[src/rtl/eb2a_ctrl.sv]
// eb2a_ctrl -- handshake controller for the two-entry elastic buffer datapath.
//
// Turns an upstream req/ack stream and a downstream req/ack stream into the
// load enables and output select of a two-register datapath. The pair forms a
// registered-boundary, full-throughput pipeline stage. t_0_ack is a flop, so
// there is no combinational path from i_0_ack back to t_0_ack.
//
// Ports:
//   clk        in   sole clock, rising edge
//   reset      in   asynchronous active-high reset
//   t_0_req    in   upstream offers a word on the datapath input
//   t_0_ack    out  controller can accept a word (registered)
//   i_0_req    out  datapath output holds a valid word (registered)
//   i_0_ack    in   downstream takes the word
//   en0, en1   out  load datapath register 0 / 1 (combinational)
//   sel        out  datapath output select, 0 = reg 0, 1 = reg 1 (registered)
//   flush      in   synchronous discard of all buffered words
//   stat_clr   in   synchronous clear of stall_cnt
//   occupancy  out  buffered word count 0..2 (registered)
//   stall_cnt  out  saturating count of cycles with i_0_req=1 and i_0_ack=0
module eb2a_ctrl #(
    parameter int CNT_WIDTH = 16
) (
    input  logic                 clk,
    input  logic                 reset,
    input  logic                 t_0_req,
    output logic                 t_0_ack,
    output logic                 i_0_req,
    input  logic                 i_0_ack,
    output logic                 en0,
    output logic                 en1,
    output logic                 sel,
    input  logic                 flush,
    input  logic                 stat_clr,
    output logic [1:0]           occupancy,
    output logic [CNT_WIDTH-1:0] stall_cnt
);

    typedef enum logic [1:0] {
        S_EMPTY = 2'd0,
        S_HALF  = 2'd1,
        S_FULL  = 2'd2
    } state_t;

    state_t                 r_state;
    state_t                 w_next;
    logic                   r_wp;
    logic                   r_rp;
    logic                   r_t_0_ack;
    logic                   r_i_0_req;
    logic [1:0]             r_occ;
    logic [CNT_WIDTH-1:0]   r_stall;
    logic                   w_push;
    logic                   w_pop;
    logic                   w_stall;

    function automatic logic [1:0] occ_of(input state_t s);
        case (s)
            S_HALF:  occ_of = 2'd1;
            S_FULL:  occ_of = 2'd2;
            default: occ_of = 2'd0;
        endcase
    endfunction

    assign w_push  = t_0_req & r_t_0_ack;
    assign w_pop   = r_i_0_req & i_0_ack;
    assign w_stall = r_i_0_req & ~i_0_ack;

    // A push coincident with flush is discarded, so the datapath must not load.
    assign en0 = w_push & ~r_wp & ~flush;
    assign en1 = w_push &  r_wp & ~flush;

    assign t_0_ack   = r_t_0_ack;
    assign i_0_req   = r_i_0_req;
    assign sel       = r_rp;
    assign occupancy = r_occ;
    assign stall_cnt = r_stall;

    always_comb begin
        w_next = r_state;
        if (flush) begin
            w_next = S_EMPTY;
        end else begin
            case (r_state)
                S_EMPTY: if (w_push) w_next = S_HALF;
                S_HALF: begin
                    if (w_push && !w_pop)      w_next = S_FULL;
                    else if (w_pop && !w_push) w_next = S_EMPTY;
                end
                S_FULL:  if (w_pop) w_next = S_HALF;
                default: w_next = S_EMPTY;
            endcase
        end
    end

    // Handshake outputs are registered from the next state so they are valid
    // right after the edge that changes occupancy. t_0_ack stays low in reset
    // and rises on the first edge after reset is released.
    always_ff @(posedge clk or posedge reset) begin
        if (reset) begin
            r_state   <= S_EMPTY;
            r_wp      <= 1'b0;
            r_rp      <= 1'b0;
            r_t_0_ack <= 1'b0;
            r_i_0_req <= 1'b0;
            r_occ     <= 2'd0;
        end else begin
            r_state   <= w_next;
            r_t_0_ack <= (w_next != S_FULL);
            r_i_0_req <= (w_next != S_EMPTY);
            r_occ     <= occ_of(w_next);
            if (flush) begin
                r_wp <= 1'b0;
                r_rp <= 1'b0;
            end else begin
                if (w_push) r_wp <= ~r_wp;
                if (w_pop)  r_rp <= ~r_rp;
            end
        end
    end

    // Stall statistics: saturating, clear wins, unaffected by flush.
    always_ff @(posedge clk or posedge reset) begin
        if (reset) begin
            r_stall <= '0;
        end else if (stat_clr) begin
            r_stall <= '0;
        end else if (w_stall && (r_stall != {CNT_WIDTH{1'b1}})) begin
            r_stall <= r_stall + {{(CNT_WIDTH-1){1'b0}}, 1'b1};
        end
    end

endmodule

[config.mk]
export PLATFORM = sky130hd
export DESIGN_NAME = eb2a_ctrl
export DESIGN_NICKNAME = d
export VERILOG_FILES = /design/src/rtl/eb2a_ctrl.sv
export SDC_FILE = /design/constraint.sdc
export NUM_CORES = 1
export LEC_CHECK = 0
export BUFFER_PORTS_ARGS = -buffer_cell sky130_fd_sc_hd__buf_4
export CAP_MARGIN = 30
export CORE_MARGIN = 8
export CORE_UTILIZATION = 45
export DETAILED_ROUTE_END_ITERATION = 8
export GPL_TIMING_DRIVEN = 0
export HOLD_SLACK_MARGIN = 0.12
export PLACE_DENSITY_LB_ADDON = 0.3
export SETUP_SLACK_MARGIN = 0.5
export SYNTH_ARGS = -nofsm -noshare
export SYNTH_HDL_FRONTEND = slang
export SYNTH_SLANG_ARGS = --single-unit
[constraint.sdc]
create_clock -name clk -period 5.1 [get_ports clk]
set_clock_uncertainty 0.15 [all_clocks]
set_input_delay 0.255 -clock clk [delete_from_list [all_inputs] [get_ports clk]]
set_output_delay 0.255 -clock clk [all_outputs]
set_load 0.03 [all_outputs]
==> impl_metrics.csv <==
group,metric,value,unit
global_route,grt_pass1_wl,5306,um
routing,dr_wl_met3,135,um
synthesis,yosys_warnings,0,
sta,slew_headroom,39.37,%
sta,rsz0062_at_grt,"no",
flow_run,maxCapViolCount,0,
worst_setup_path,reg2reg_slack,3.05,ns
clock_tree,cts_buffers,3,
clock_tree,post_cts_resized,0,
die,die_w,69.91,um
clock_tree,htree_levels,1,
routing,vias_per_cell,5.779,
placed_design,io_buffers,27,
clock_tree,cts_setup_buffers,0,
routing,num_vias,1127,
outcome,status,"completed",
worst_setup_path,cp.arrival,2.11,ns
clock_tree,clock_latency,0.32,ns
synthesis,syn_avg_cell_area,10.06,um^2
sta,worstMarginPinSlew,0.9084,ns
die,rows,19,
cells_and_area,post-route-util,59.17,%
clock_tree,cts_tree,"yes",
synthesis,syn_nets,137,
global_route,overflow,0,
placed_design,gp_congestion,0.7690,
power_and_ir_drop,seq_power_share,49.6,%
routing,antenna_left,0,
power_and_ir_drop,peakVddDrop,0.0002240,V
die,core_area,2758,um^2
cells_and_area,finalNetCount,172,
worst_setup_path,crit_type,"reg2reg",
synthesis,synthCells,130,
placed_design,dpl.hpwl,2303,um
global_route,grt_pass1_vias,1161,
routing,wl_met1,1345,um
sta,period_share,40.12,%
synthesis,synth_seq_cells,24,
cells_and_area,area.growth.synth_to_final,24.78,%
cells_and_area,fillCellCount,253,
clock_tree,cts_num_sinks,24,
routing,drc,0,
clock_tree,clockBufferDepth,2,
sta,slew_viol_final,0,
global_route,groute.usage.overall,12.65,%
clock_tree,cts-root-buf,"clkbuf_4",
global_route,antenna_found_initial,0,
die,dieArea,4887,um^2
power_and_ir_drop,p_sw,116.4,uW
min_path,min_path_cells,2,
worst_setup_path,crit_fanout,9,
routing,met2_length,1548,um
clock_tree,path_clk_slew,0.15,ns
synthesis,netlist_area,1308,um^2
sta,holdWs,0.1383,ns
worst_setup_path,worstSetupEndpointType,"flip-flop",
power_and_ir_drop,power_density,260.8,nW/um^2
worst_setup_path,crit_path_start_kind,"flip-flop",
worst_setup_path,r2r_cells,5,
routing,routed.top_layer,"met4",
die,die_h,69.91,um
clock_tree,hold_buffers,3,
synthesis,yosysSeqAreaShare,45.93,%
synthesis,ys_types,34,
power_and_ir_drop,comb_power_share,17.6,%
min_path,hold_class,"in2reg",
die,io_pins,29,
cells_and_area,diodes,0,
sta,hold_violations,0,
routing,drtIter0Drc,55,
power_and_ir_drop,intPower,309.2,uW
power_and_ir_drop,power_frac_clock,32.8,%
global_route,grt_max_degree,25,
worst_setup_path,critical_path_required,5.16,ns
routing,wl_per_cell,15.73,um
sta,finalSetupViolCount,0,
routing,firstDrtPassIters,4,
power_and_ir_drop,swShare,27.34,%
power_and_ir_drop,p_leak,0.7749,nW
sta,tns,0,ns
cells_and_area,drive_gt1_share,23.17,%
sta,max_freq,488.8,MHz
sta,layout_min_cycle_time,2.046,ns
die,initial_core_util,47.41,%
routing,drt_wl_total,3068,um
[per-layer routing]
layer | global-route usage (%) | vias to the layer above
li1 | - | 548
met1 | 14.85 | 553
met2 | 21.62 | 22
met3 | 2.825 | 4
met4 | 5.134 | 0
met5 | 0 | -
[cell families (layout without fill, tap and decap cells)]
logic type	Yosys count	count (layout)	share of synthesized area, %
AO/OA/AOI/OAI	23	23	11.20
buffers and inverters	5	39	1.436
XOR/XNOR	4	4	2.679
adder cells (fa/ha/maj)	1	1	0.9568
flip-flops	24	24	45.93
AND/OR/NAND/NOR	66	66	31.58
multiplexers	7	7	6.219
[metrics by stage]
| stage | total power [mW] | area (um^2) | std cells | worst slack (ns) |
|---|---|---|---|---|
| 2_1_floorplan | 0.2607 | 1308 | 130 | 3.038 |
| 3_3_place_gp | 0.2849 | 1549 | 188 | 3.108 |
| 3_5_place_dp | 0.2880 | 1549 | 188 | 3.049 |
| 4_1_cts | 0.4284 | 1632 | 195 | 3.038 |
| 5_1_grt | 0.4433 | 1632 | 195 | 2.857 |
| 6_report | 0.4256 | 1632 | 195 | 3.054 |
[worst max-delay path, stage by stage, from the launching register on]
cell and delay, ns:
dfrtp_1 0.43, ha_1 0.25, nand3_1 0.14, nor4_4 0.51
nor2_1 0.13, mux2_1 0.33
[layout make-up]
cell class	instances	area, um^2	area share, %
Buffer	3	11.26	0.6902
Tap cell	31	38.79	2.377
Sequential cell	24	600.6	36.81
Multi-Input combinational cell	101	688.2	42.18
Inverter	2	7.507	0.4601
Clock buffer	3	22.52	1.380
Clock inverter	1	30.03	1.840
Timing Repair Buffer	30	232.7	14.26
[final timing paths]
kind                               from            to
max                        stall_cnt[0]  stall_cnt[3]
min                               flush           sel
max reg2reg                stall_cnt[0]  stall_cnt[3]
min reg2reg                  r_state[1]  occupancy[0]
max in group asynchronous         reset  occupancy[0]
min in group asynchronous         reset  stall_cnt[4]
[synth_stat cells]
| library cell | count | area, um^2 |
|---|---|---|
| nor2_1 | 11 | 41.29 |
| a21oi_1 | 8 | 40.04 |
| nand3_1 | 6 | 30.03 |
| a21boi_0 | 1 | 7.510 |
| nand4b_1 | 1 | 8.760 |
| and2b_1 | 1 | 7.510 |
| o31ai_1 | 6 | 45.04 |
| mux2i_1 | 1 | 10.01 |
| nand4_4 | 1 | 21.27 |
| dfrtp_1 | 24 | 600.6 |
| nand2b_1 | 5 | 31.28 |
| mux2_4 | 1 | 15.01 |
| and3_1 | 3 | 18.77 |
| and3b_1 | 1 | 8.760 |
| ha_1 | 1 | 12.51 |
| o211ai_1 | 1 | 7.510 |
| a221oi_1 | 2 | 17.52 |
| or3_1 | 4 | 25.02 |
| and4_4 | 1 | 11.26 |
| nor3_1 | 5 | 25.02 |
| inv_1 | 2 | 7.510 |
| nor3b_1 | 2 | 15.01 |
| nand4_2 | 2 | 25.02 |
| nor4_4 | 1 | 21.27 |
| nand2_1 | 8 | 30.03 |
| nor2_2 | 1 | 6.260 |
| clkbuf_1 | 3 | 11.26 |
| nor2b_1 | 6 | 37.54 |
| o21ai_0 | 4 | 20.02 |
| nand4_1 | 3 | 18.77 |
| o2111ai_1 | 1 | 8.760 |
| mux2_1 | 5 | 56.30 |
| xor2_1 | 4 | 35.03 |
| or4_1 | 4 | 30.03 |
[state kept, by name, summed over array words and instances (netlist names)]
signal / count
r_state: 2
r_wp: 1
sel: 1
i_0_req: 1
stall_cnt: 16
t_0_ack: 1
occupancy: 2
[power by group through the flow]
stage | clock, mW | sequential [mW] | combinational, mW
final | 0.140 | 0.211 | 0.0748
after global routing | 0.149 | 0.213 | 0.0810
after CTS | 0.141 | 0.211 | 0.0760
after detailed placement | 0 | 0.215 | 0.0734
after global placement | 0 | 0.214 | 0.0711
after floorplan | 0 | 0.228 | 0.0328
[cell usage in the layout (no fill, tap or decap), types with 2 or more instances in the layout]
cell | netlist | routed
inv_1 | 2 | 2
nor2_1 | 11 | 11
mux2_1 | 5 | 5
xor2_1 | 4 | 4
nand4_1 | 3 | 3
nor2b_1 | 6 | 6
clkbuf_1 | 3 | 3
a21oi_1 | 8 | 8
dlygate4sd3_1 | 0 | 3
or4_1 | 4 | 4
dfrtp_1 | 24 | 24
nor3_1 | 5 | 5
nor3b_1 | 2 | 2
or3_1 | 4 | 4
nand4_2 | 2 | 2
and3_1 | 3 | 3
buf_4 | 0 | 27
nand2b_1 | 5 | 5
nand2_1 | 8 | 8
o31ai_1 | 6 | 6
clkbuf_4 | 0 | 3
o21ai_0 | 4 | 4
nand3_1 | 6 | 6
a221oi_1 | 2 | 2
Power figures use the tool's default switching activity.
